==> config.mk <==
export PLATFORM = sky130hd
export DESIGN_NAME = saturn_alu_field_sequencer
export DESIGN_NICKNAME = d
export VERILOG_FILES = /design/src/rtl/saturn_alu_field_sequencer_pkg.sv /design/src/rtl/saturn_alu_field_sequencer_field_decode.sv /design/src/rtl/saturn_alu_field_sequencer.sv
export SDC_FILE = /design/constraint.sdc
export NUM_CORES = 1
export LEC_CHECK = 0
export CORE_MARGIN = 5
export CORE_UTILIZATION = 49
export DETAILED_ROUTE_END_ITERATION = 12
export PLACE_DENSITY = 0.81
export SKIP_CTS_REPAIR_TIMING = 1
export SYNTH_ARGS = -nofsm -noshare
export SYNTH_HDL_FRONTEND = slang
export SYNTH_HIERARCHICAL = 1
export SYNTH_SLANG_ARGS = --single-unit
==> constraint.sdc <==
create_clock -name i_clk -period 2.05 [get_ports i_clk]
set_input_delay 0.205 -clock i_clk [delete_from_list [all_inputs] [get_ports i_clk]]
set_output_delay 0.205 -clock i_clk [all_outputs]
set_load 0.02 [all_outputs]
==> src/rtl/saturn_alu_field_sequencer_pkg.sv <==
// Shared definitions for the ALU field sequencer: field codes, states, width.
package saturn_alu_field_sequencer_pkg;

  // Register width in nibbles; nibble pointers are always 4 bits wide.
  localparam int SAT_NIBBLES = 16;

  typedef enum logic [3:0] {
    F_P  = 4'd0,
    F_WP = 4'd1,
    F_XS = 4'd2,
    F_X  = 4'd3,
    F_S  = 4'd4,
    F_M  = 4'd5,
    F_B  = 4'd6,
    F_W  = 4'd7,
    F_A  = 4'd8
  } field_e;

  typedef enum logic [1:0] {
    ST_INIT = 2'd0,
    ST_IDLE = 2'd1,
    ST_RUN  = 2'd2
  } state_e;

endpackage

==> src/rtl/saturn_alu_field_sequencer_field_decode.sv <==
// Field code -> nibble range decoder; shared with the disassembler/debug path.
module saturn_field_decode
  import saturn_alu_field_sequencer_pkg::*;
(
  input  logic [3:0] i_field,
  input  logic [3:0] i_reg_p,
  output logic [3:0] o_start,
  output logic [3:0] o_end,
  output logic       o_valid
);

  // Map each field to its start/end nibble; codes 9-15 are flagged invalid.
  always_comb begin
    o_start = 4'd0;
    o_end   = 4'd0;
    o_valid = 1'b1;
    case (i_field)
      F_P:  begin o_start = i_reg_p; o_end = i_reg_p; end
      F_WP: begin o_start = 4'd0;    o_end = i_reg_p; end
      F_XS: begin o_start = 4'd2;    o_end = 4'd2;    end
      F_X:  begin o_start = 4'd0;    o_end = 4'd2;    end
      F_S:  begin o_start = 4'd15;   o_end = 4'd15;   end
      F_M:  begin o_start = 4'd3;    o_end = 4'd14;   end
      F_B:  begin o_start = 4'd0;    o_end = 4'd1;    end
      F_W:  begin o_start = 4'd0;    o_end = 4'd15;   end
      F_A:  begin o_start = 4'd0;    o_end = 4'd4;    end
      default: o_valid = 1'b0;
    endcase
  end

endmodule

==> src/rtl/saturn_alu_field_sequencer.sv <==
// Nibble-pointer sequencer for the ALU register file: clear walk after reset,
// then one field walk per decoded instruction, one nibble per 4-phase cycle.
module saturn_alu_field_sequencer
  import saturn_alu_field_sequencer_pkg::*;
#(
  parameter int NIBBLES       = SAT_NIBBLES,
  parameter bit INIT_ON_RESET = 1'b1
) (
  input  logic       i_clk,
  input  logic       i_reset,
  input  logic       i_stalled,
  input  logic       i_phase_3,
  input  logic       i_start,
  input  logic [3:0] i_field,
  input  logic [3:0] i_reg_p,
  output logic       o_busy,
  output logic       o_alu_initializing,
  output logic [3:0] o_src_ptr,
  output logic [3:0] o_dest_ptr,
  output logic       o_first_nbl,
  output logic       o_last_nbl,
  output logic       o_reg_store_en,
  output logic       o_done,
  output logic       o_field_err
);

  localparam logic [3:0] LAST_PTR = 4'(NIBBLES - 1);

  state_e     r_state;
  logic [3:0] r_ptr;
  logic [3:0] r_start;
  logic [3:0] r_end;
  logic       r_done;
  logic       r_field_err;

  logic [3:0] w_dec_start;
  logic [3:0] w_dec_end;
  logic       w_dec_valid;
  logic       w_run;
  logic       w_step;

  saturn_field_decode u_decode (
    .i_field (i_field),
    .i_reg_p (i_reg_p),
    .o_start (w_dec_start),
    .o_end   (w_dec_end),
    .o_valid (w_dec_valid)
  );

  // Reset is gated in so an abandoned walk never stores or flags nibbles.
  assign w_run  = (r_state == ST_RUN) && !i_reset;
  assign w_step = w_run && i_phase_3 && !i_stalled;

  // Sequencer FSM: clear walk, idle/accept, field walk with phase-3 stepping.
  always_ff @(posedge i_clk) begin
    if (i_reset) begin
      r_state     <= INIT_ON_RESET ? ST_INIT : ST_IDLE;
      r_ptr       <= 4'd0;
      r_start     <= 4'd0;
      r_end       <= 4'd0;
      r_done      <= 1'b0;
      r_field_err <= 1'b0;
    end else begin
      r_done      <= 1'b0;
      r_field_err <= 1'b0;
      case (r_state)
        // Clear walk runs every clock and ignores stall and start.
        ST_INIT: begin
          if (r_ptr == LAST_PTR) begin
            r_state <= ST_IDLE;
            r_ptr   <= 4'd0;
          end else begin
            r_ptr <= r_ptr + 4'd1;
          end
        end
        // P is captured here via the decoder; later P changes cannot leak in.
        ST_IDLE: begin
          if (i_start && !i_stalled) begin
            if (w_dec_valid) begin
              r_start <= w_dec_start;
              r_end   <= w_dec_end;
              r_ptr   <= w_dec_start;
              r_state <= ST_RUN;
            end else begin
              r_field_err <= 1'b1;
            end
          end
        end
        // Pointer holds through the cycle and advances only after the store.
        ST_RUN: begin
          if (i_phase_3 && !i_stalled) begin
            if (r_ptr == r_end) begin
              r_state <= ST_IDLE;
              r_done  <= 1'b1;
            end else begin
              r_ptr <= r_ptr + 4'd1;
            end
          end
        end
        default: r_state <= ST_IDLE;
      endcase
    end
  end

  assign o_busy             = i_reset || (r_state != ST_IDLE);
  assign o_alu_initializing = !i_reset && (r_state == ST_INIT);
  assign o_src_ptr          = r_ptr;
  assign o_dest_ptr         = r_ptr;
  assign o_first_nbl        = w_run && (r_ptr == r_start);
  assign o_last_nbl         = w_run && (r_ptr == r_end);
  assign o_reg_store_en     = w_step;
  assign o_done             = r_done;
  assign o_field_err        = r_field_err;

endmodule

# After elaboration in Yosys (flattened, before gate mapping)
# Cells that the tools add are included.
# W data, S select, Z words.
# classes
add_sub_neg,1
eq_ne,20
mux,17
bitwise,4
reduce_logical,23
# op_table
op,n
$pmux W4 S6,1
$mux W4,5
$eq A4 B3 Y1 const B,4
$pmux W4 S4,1
$pmux W4 S3,1
$mux W2,5
$reduce_and A5 Y1,2
$reduce_or A9 Y1,1
$eq A4 B2 Y1 const B,2
$eq A4 B4 Y1,2
$eq A4 B4 Y1 const B,2
$logic_and A1 B1 Y1,8
$ne A2 B1 Y1 const B,4
$ne A2 B2 Y1 const B,3
$pmux W2 S3,1
$reduce_or A2 Y1,3
$reduce_or A3 Y1,2
$add A4 B1 Y4 const B,1
$eq A4 B1 Y1 const B,1
$logic_not A4 Y1,1
$not A1 Y1,4
$mux W1,3
$reduce_and A3 Y1,1
$reduce_bool A3 Y1,1
5 further kinds,6
# word_totals
regBits,16
inputBits,13
out_inout_bits,15
word_cells,71

# Depth between registers and ports, before layout
# Gate-level depths: netlist of run 1.
# logic_depth
ltp_word,6
mapped_depth,7
depth_no_buf,7

# Modules after synthesis
# Netlist of run 1, hierarchy kept.
# modules_own_cells
mod,n_inst,cells_per_inst,area_each_um2,seq_area_each_um2
saturn_alu_field_sequencer,1,124,1042.2,320.3
saturn_field_decode,1,26,180.2,0.0

# Worst setup path before layout of run 1
# No wires, ideal clock.
# synth_timing
path_kind,reg2reg
from,register r_ptr[0] (netlist: o_dest_ptr[0])
to,register r_state[0]
setup_time_ns,0.121
arrival_time_ns,1.908
t_required_ns,1.929
setup_slack_ns,0.021
stages_incl_launch_ff,5
path_buffers,0
synth_period_minus_slack_ns,2.029
cell_sequence,dfxtp_1 > xor2_1 > or4_4 > a221oi_4 > mux2_4
# synth_via
elab_chain_cells,3
word_cells_on_any_way,5
classes_between,4 x eq/ne; 1 x reduce/logical
# synth_lines
item,line,source
"start, declared",saturn_alu_field_sequencer.sv:30,logic [3:0] r_ptr;
"start signal, assigned",saturn_alu_field_sequencer.sv:73,r_ptr <= r_ptr + 4'd1;
"start signal, assigned",saturn_alu_field_sequencer.sv:82,r_ptr <= w_dec_start;
"start signal, assigned",saturn_alu_field_sequencer.sv:96,r_ptr <= r_ptr + 4'd1;
"$eq A4 B4 Y1, on equally long branches","saturn_alu_field_sequencer.sv:69, saturn_alu_field_sequencer.sv:92",
$ne A2 B2 Y1 (no line) / $ne A2 B1 Y1 (equally long branches),n/a,
$reduce_and A5 Y1 (no line) *,n/a,
"end signal, assigned",saturn_alu_field_sequencer.sv:57,r_state <= INIT_ON_RESET ? ST_INIT : ST_IDLE;
"end, declared",saturn_alu_field_sequencer.sv:29,state_e r_state;
# Mark *: on every way between the ends. The rest lies on a longest branch, timed or not.
# A chain may end at the register's enable or synchronous reset.

# Final worst setup path of run 1
# layout_timing
from,register r_end[3]
to,register r_state[0]
# layout_via
elab_chain_cells,3
# layout_lines
item,line,source
"start, declared",saturn_alu_field_sequencer.sv:32,logic [3:0] r_end;
"start signal, assigned",saturn_alu_field_sequencer.sv:81,r_end <= w_dec_end;
$eq A4 B4 Y1,saturn_alu_field_sequencer.sv:92,if (r_ptr == r_end) begin
$ne A2 B1 Y1 (no line),n/a,
$reduce_and A5 Y1 (no line),n/a,
# No other way between the ends.

==> results of run 1 <==
==> cells in the mapped netlist (all sizes together) (3+ instances only) <==
| cell type | count | area, sq um |
|---|---|---|
| xnor2 | 4 | 35.0 |
| nand2 | 20 | 75.1 |
| nor2 | 9 | 33.8 |
| nor3 | 4 | 25.0 |
| nand2b | 4 | 25.0 |
| a21oi | 13 | 65.1 |
| a22o | 3 | 26.3 |
| nand3 | 5 | 25.0 |
| nor2b | 8 | 50.1 |
| nor4 | 3 | 18.8 |
| dfxtp | 16 | 320 |
| a211oi | 7 | 57.6 |
| clkbuf | 5 | 18.8 |
| buf | 9 | 80.1 |
| inv | 5 | 18.8 |
| o21ai | 5 | 25.0 |
| ha | 5 | 62.6 |
| xor2 | 5 | 43.8 |
==> report_power, final <==
| group | total, uW | internal (uW) | switching [uW] |
|---|---|---|---|
| clock network | 215 | 108 | 107 |
| logic | 948 | 478 | 470 |
| registers | 381 | 352 | 29.3 |
==> metal layers <==
layer | part of all wire | global-route usage
met5 | 0 | 0
met4 | 0.025 | 0.0728
met3 | 0.037 | 0.0216
met2 | 0.49 | 0.326
met1 | 0.44 | 0.217
==> final cells by class <==
cell class              count  area [sq um]
clock buffers               4          36.3
multi-input cells         115           785
well taps                  30          37.5
inverters                   5          18.8
repair buffers             44           410
fillers                   206           825
flip-flops and latches     16           320
==> how the worst max path moves through the flow <==
stage / startpoint / end / slack, ns / cells past startpoint
3_3_place_gp: i_field[0] / o_dest_ptr[1] / 0.05 / 6
4_1_cts: o_dest_ptr[0] / o_last_nbl / -0.21 / 4
2_1_floorplan: o_dest_ptr[0] / r_state[0] / 0.02 / 4
3_5_place_dp: i_field[0] / o_dest_ptr[1] / 0.002 / 6
6_report: r_end[3] / r_state[0] / 0.10 / 5
5_1_grt: r_end[0] / r_state[0] / 0.05 / 5
==> sequential cells by signal, summed over array words and instances (netlist names) <==
register and cells:
o_dest_ptr 4, r_end 4, o_done 1, r_start 4, o_field_err 1, r_state 2
==> critical path, stage by stage (launching register included) <==
cell	delay, ns
dfxtp_1	0.35
xor2_1	0.18
or4_4	0.52
buf_4	0.16
a221oi_4	0.32
mux2_4	0.32
==> logic make-up (layout without fill, tap and decap cells) <==
group / count (synthesis) / after routing / synth area share
mux: 3 / 3 / 0.0297
flops: 16 / 16 / 0.262
simple gates: 62 / 62 / 0.267
fa+ha+maj: 5 / 5 / 0.0512
buf+inv: 19 / 53 / 0.0962
xor+xnor: 9 / 9 / 0.0645
compound gates: 36 / 36 / 0.229
==> per-stage QoR <==
stage	hold WS, ns	setup TNS (ns)
global placement	0.462	0
CTS	0.475	-0.352
detailed placement	0.460	0
floorplan	0.392	0
global route	0.494	0
finish	0.471	0
==> impl_metrics.py, run 1 <==
metrics = {
    "routing": {
        "vias_per_cell": 5.54,
        "ant_nets": 0,
        "dr.pass1.iters": 4,
        "dr_total_vias": 1185,
        "first_iter_violations": 26,
        "drc": 0,
        "routedWlPerCell_microns": 14.0,
        "finalWirelength_microns": 2990,
    },
    "cts": {
        "clk_pin_slew_ns": 0.10,
        "cts_tree": "built",
        "clockBufferDepth": 2,
        "cts_made_buffers": 3,
        "clkLatencyLatePin_ns": 0.29,
        "cts.sinks": 16,
        "cts-root-buf": "clkbuf_4",
        "cts.htree.levels": 1,
    },
    "timing": {
        "worst_slack_ns": 0.102,
        "setup_violations": 0,
        "worst_pin_slew_ns": 0.438,
        "finalCritPeriodShare": 0.950,
        "rsz0062_at_grt": "false",
        "fin_skew_ns": 0.00412,
        "slew_violations": 0,
        "relSlewSlack": 0.705,
        "fmax_mhz": 513,
        "period_needed_ns": 1.95,
        "hold_violations": 0,
    },
    "worst_setup_path": {
        "ff2ff_setup_slack_ns": 0.10,
        "critPathKind": "reg2reg",
        "timing.rr.start": "r_end[3]",
        "cp_max_fo": 2,
        "crit_path_start_kind": "flop",
        "worstPathArrival_ns": 2.14,
        "reg2reg_depth": 5,
        "end_kind": "flop",
        "r2r-end": "r_state[0]",
        "required_ns": 2.24,
    },
    "grt": {
        "grt_pass1_wl_microns": 5040,
        "grt_max_degree": 20,
        "grt_overflow": 0,
        "grt_use_total": 0.182,
        "antenna_found_initial": 0,
        "first_global_vias": 1186,
    },
    "power": {
        "p_per_area_nw_per_um2": 960,
        "ir_drop_uv": 791,
        "total_power_uw": 1540,
        "leakage_uw": 0.000684,
    },
    "placed_design": {
        "pre_cts_ws_ns": 0.00222,
        "place_congestion": 0.897,
        "place_hpwl_microns": 2440,
        "portBuffers": 27,
        "dp_cells": 210,
        "placed_cell_area_sq_um": 1560,
    },
    "die": {
        "die_x_microns": 59.9,
        "start_util": 0.503,
        "die_area_sq_um": 3590,
        "coreArea_sq_um": 2430,
        "fp.dieH_microns": 59.9,
        "row_count": 18,
        "boundaryPins": 28,
    },
    "yosys": {
        "synth_edf_count": 0,
        "ys_types": 43,
        "synth_flop_cell": "dfxtp_1",
        "ys_warn_count": 6,
        "synth_fp_nets": 168,
        "synth_cells": 150,
        "avgSynthCellArea_sq_um": 8.15,
        "syn-cell-area_sq_um": 1220,
        "synth-seq-cells": 16,
        "yosysSeqAreaShare": 0.262,
        "ys_async_sr_fraction": 0,
    },
    "hold_path": {
        "min_delay_worst_endpoint": "r_end[1]",
        "hold_depth": 2,
        "hold_start": "r_end[1]",
        "hold_class": "reg2reg",
    },
    "run": {
        "maxCapViolations": 0,
    },
    "finish": {
        "nets": 203,
        "fin_util": 0.661,
        "final_common_cell": "clkdlybuf4s50_1",
        "fin_cells": 214,
        "n_antenna_cell": 0,
        "syn_to_final_growth_pct": 31.5,
        "layout_common_cells": "clkdlybuf4s50_1, nand2_1, buf_4",
        "drive_gt1_frac": 0.174,
        "postLayoutCellArea_sq_um": 1610,
    },
    "outcome": {
        "status": "complete, no violations",
    },
}
No activity file was read; power rests on OpenSTA's default activity.
==> run 2, diff against run 1 <==
--- a/config.mk
+++ b/config.mk
@@ -5,6 +5,7 @@
 export SDC_FILE = /design/constraint.sdc
 export NUM_CORES = 1
 export LEC_CHECK = 0
+export CORE_ASPECT_RATIO = 1.4
 export CORE_MARGIN = 5
 export CORE_UTILIZATION = 49
 export DETAILED_ROUTE_END_ITERATION = 12
==> impl_metrics.py, run 2 (synthesis gave the netlist of run 1 again) <==
metrics = {
    "finish": {
        "n_antenna_cell": 0,
        "layout_common_cells": "clkdlybuf4s50_1, nand2_1, buf_4",
        "final_common_cell": "clkdlybuf4s50_1",
        "fin_util": 0.673,
        "nets": 203,
        "drive_gt1_frac": 0.174,
        "syn_to_final_growth_pct": 31.7,
        "postLayoutCellArea_sq_um": 1610,
    },
    "power": {
        "ir_drop_uv": 496,
        "p_comb_frac": 0.617,
        "leakage_uw": 0.000675,
        "total_power_uw": 1550,
        "p_per_area_nw_per_um2": 960,
        "p_int_uw": 946,
        "power_frac_seq": 0.244,
        "clkPwrFrac": 0.138,
        "swShare": 0.388,
        "switchingPower_uw": 599,
    },
    "grt": {
        "grt_pass1_wl_microns": 5040,
        "antenna_found_initial": 0,
        "grt_max_degree": 20,
        "grt_use_total": 0.176,
        "first_global_vias": 1262,
        "grt_overflow": 0,
    },
    "placed_design": {
        "place_congestion": 0.925,
        "portBuffers": 27,
        "placed_cell_area_sq_um": 1560,
        "place_hpwl_microns": 2430,
    },
    "worst_setup_path": {
        "critPathKind": "reg2reg",
        "critPathSlowestCell": "or4_4",
        "cp_top_family": "simple AND/OR/NAND/NOR gates",
        "end_kind": "flop",
        "crit_chain": "xor2_1 -> or4_4 -> buf_4 -> a221oi_4 -> mux2_4",
        "cp.buffers_inverters": 1,
        "max_stage_delay_ns": 0.54,
        "required_ns": 2.24,
        "worstPathArrival_ns": 2.15,
        "crit_path_start_kind": "flop",
        "cp_max_fo": 2,
    },
    "die": {
        "die_area_sq_um": 3610,
        "coreArea_sq_um": 2390,
        "row_count": 21,
        "die_x_microns": 52.2,
        "start_util": 0.511,
        "boundaryPins": 28,
        "fp.dieH_microns": 69.1,
    },
    "cts": {
        "clkLatencyLatePin_ns": 0.29,
        "cts_made_buffers": 3,
        "clk_pin_slew_ns": 0.10,
        "cts-root-buf": "clkbuf_4",
        "cts_tree": "built",
        "clockBufferDepth": 2,
        "cts.sinks": 16,
        "cts.htree.levels": 1,
    },
    "hold_path": {
        "hold_class": "reg2reg",
    },
    "timing": {
        "fin_skew_ns": 0.000733,
        "period_needed_ns": 1.96,
        "slew_violations": 0,
        "setup_tns_ns": 0,
        "rsz0062_at_grt": "false",
        "worst_pin_slew_ns": 0.400,
        "relSlewSlack": 0.727,
        "hold_violations": 0,
        "setup_violations": 0,
        "fmax_mhz": 511,
        "finalCritPeriodShare": 0.955,
    },
    "routing": {
        "finalWirelength_microns": 2940,
        "first_iter_violations": 25,
        "vias_per_cell": 5.48,
        "ant_nets": 0,
        "dr_total_vias": 1194,
        "routedWlPerCell_microns": 13.5,
        "drc": 0,
        "dr.pass1.iters": 4,
    },
    "outcome": {
        "status": "complete, no violations",
    },
    "run": {
        "maxCapViolations": 0,
    },
}
-- run 2: path summary, 6_finish.rpt --
| path | startpoint | endpoint | slack [ns] | cells after the start |
|---|---|---|---|---|
| setup / recovery | r_end[0] | r_state[0] | 0.09 | 5 |
| hold / removal | r_start[2] | r_start[2] | 0.48 | 2 |
| setup reg to reg | r_end[0] | r_state[0] | 0.09 | 5 |
| hold reg to reg | r_start[2] | r_start[2] | 0.48 | 2 |
-- run 2: final cells by class --
type,count,area (sq um)
clock buffers,4,36.3
fillers,200,781
inverters,5,18.8
multi-input cells,115,785
flip-flops and latches,16,320
well taps,34,42.5
repair buffers,44,408
-- run 2: worst register-to-register path, stage by stage (launching register included) --
cell	delay (ns)
dfxtp_1	0.35
xor2_1	0.16
or4_4	0.54
buf_4	0.16
a221oi_4	0.32
mux2_4	0.32
-- run 2: layer usage --
| layer | track usage | vias up | part of all wire |
|---|---|---|---|
| li1 | - | 586 | - |
| met4 | 0.114 | 0 | 0.047 |
| met1 | 0.175 | 565 | 0.39 |
| met2 | 0.331 | 32 | 0.53 |
| met5 | 0 | - | 0 |
| met3 | 0.00862 | 11 | 0.032 |
-- run 2: power by group through the flow --
stage	Clock, uW	Combinational [uW]	Sequential [uW]
2_1_floorplan	0	589	442
3_5_place_dp	0	962	385
6_report	214	954	378
5_1_grt	229	1040	383
3_3_place_gp	0	934	383
4_1_cts	211	964	378
-- run 2: per-stage QoR --
step	std cells	hold slack, ns	setup slack, ns
after floorplan	150	0.392	0.0212
after global placement	214	0.460	0.00980
after detailed placement	214	0.468	0.0440
after CTS	218	0.482	-0.200
after global routing	218	0.509	0.0471
final	218	0.482	0.0915
==> run 3, diff against run 2 <==
--- a/config.mk
+++ b/config.mk
@@ -10,6 +10,7 @@
 export CORE_UTILIZATION = 49
 export DETAILED_ROUTE_END_ITERATION = 12
 export PLACE_DENSITY = 0.81
+export REMOVE_ABC_BUFFERS = 1
 export SKIP_CTS_REPAIR_TIMING = 1
 export SYNTH_ARGS = -nofsm -noshare
 export SYNTH_HDL_FRONTEND = slang
==> impl_metrics.py, run 3 (synthesis gave the netlist of run 1 again) <==
metrics = {
    "worst_setup_path": {
        "ff2ff_setup_slack_ns": 0.09,
        "max_stage_delay_ns": 0.53,
        "end_kind": "flop",
        "crit_path_start_kind": "flop",
        "critPathSlowestCell": "or4_4",
        "reg2reg_depth": 5,
        "crit_chain": "xor2_1 -> or4_4 -> buf_4 -> a221oi_4 -> mux2_4",
        "critPathKind": "reg2reg",
        "cp_max_fo": 2,
        "worstPathArrival_ns": 2.16,
        "required_ns": 2.25,
    },
    "placed_design": {
        "place_congestion": 0.851,
        "pre_cts_ws_ns": -0.0575,
        "portBuffers": 27,
        "dp_cells": 213,
        "place_hpwl_microns": 2520,
    },
    "grt": {
        "grt_overflow": 0,
        "grt_util_met1": 0.192,
        "antenna_found_initial": 0,
        "grt_pass1_wl_microns": 5320,
        "first_global_vias": 1213,
        "grt_use_total": 0.190,
        "grt.busiest_layer": "met2",
        "grt_max_degree": 20,
        "grt_use_met3": 0.0345,
        "grt_use_met2": 0.348,
    },
    "die": {
        "die_x_microns": 52.2,
        "fp.dieH_microns": 69.1,
        "boundaryPins": 28,
        "die_area_sq_um": 3610,
        "start_util": 0.511,
        "coreArea_sq_um": 2390,
        "row_count": 21,
    },
    "routing": {
        "drc": 0,
        "vias_per_cell": 5.44,
        "finalWirelength_microns": 3120,
        "dr.pass1.iters": 4,
        "routedWlPerCell_microns": 14.4,
        "first_iter_violations": 20,
        "ant_nets": 0,
        "dr_total_vias": 1180,
    },
    "timing": {
        "fmax_mhz": 511,
        "worst_pin_slew_ns": 0.411,
        "finalCritPeriodShare": 0.954,
        "slew_violations": 0,
        "relSlewSlack": 0.719,
        "rsz0062_at_grt": "false",
        "period_needed_ns": 1.96,
        "setup_violations": 0,
        "hold_violations": 0,
        "fin_skew_ns": 0.00704,
        "worst_slack_ns": 0.0939,
    },
    "finish": {
        "fillers": 195,
        "n_antenna_cell": 0,
        "final_common_cell": "clkdlybuf4s50_1",
        "layout_common_cells": "clkdlybuf4s50_1, nand2_1, dfxtp_1, buf_4, a21oi_1",
        "syn_to_final_growth_pct": 31.3,
        "drive_gt1_frac": 0.169,
        "fin_cells": 217,
        "nets": 202,
    },
    "cts": {
        "clk_pin_slew_ns": 0.10,
        "cts_made_buffers": 3,
        "cts.sinks": 16,
        "cts_tree": "built",
        "cts-root-buf": "clkbuf_4",
        "clockBufferDepth": 2,
        "clkLatencyLatePin_ns": 0.30,
        "cts.htree.levels": 1,
    },
    "power": {
        "p_per_area_nw_per_um2": 971,
        "ir_drop_uv": 511,
        "leakage_uw": 0.000679,
    },
    "run": {
        "maxCapViolations": 0,
    },
    "hold_path": {
        "hold_class": "reg2reg",
        "hold_depth": 2,
    },
    "outcome": {
        "status": "complete, no violations",
    },
}
## run 3: area by class of cell
class                   instances  area (sq um)  area share
flip-flops and latches         16           320       0.200
clock buffers                   4          36.3      0.0226
multi-input cells             115           785       0.489
inverters                       5          18.8      0.0117
repair buffers                 43           403       0.251
well taps                      34          42.5      0.0265
## run 3: path summary, 6_finish.rpt
| kind | start | endpoint |
|---|---|---|
| worst max-delay path | r_end[3] | r_state[0] |
| worst min register to register | r_start[3] | r_start[3] |
| worst min-delay path | r_start[3] | r_start[3] |
| worst max register to register | r_end[3] | r_state[0] |
## run 3: routing by layer
layer  wire length, microns  vias up
met3                    122       10
met2                   1750       32
met4                     79        0
li1                       -      590
met1                   1170      548
met5                      0        -
## run 3: worst max-delay path, delay by kind of cell (launching register included)
kind	cells	cell delay (ns)
XOR/XNOR	1	0.18
buffers and inverters	1	0.16
flip-flops	1	0.35
multiplexers	1	0.32
AO/OA/AOI/OAI	1	0.32
AND/OR/NAND/NOR	1	0.53
## run 3: stage by stage
stage / utilization / setup TNS (ns) / power (uW) / cell area (sq um) / hold slack [ns]
after global routing: 0.671 / 0 / 1660 / 1610 / 0.496
after floorplan: - / -0.114 / 953 / 1120 / 0.274
after CTS: 0.666 / -0.455 / 1570 / 1590 / 0.475
after detailed placement: 0.651 / -0.161 / 1340 / 1560 / 0.461
final: 0.671 / 0 / 1560 / 1610 / 0.478
after global placement: 0.651 / -0.0212 / 1300 / 1560 / 0.461
## run 3: where the power goes
group          leakage [uW]  switching, uW  internal, uW
combinational      0.000528            481           476
clock             0.0000210            112           108
sequential         0.000130           29.7           352
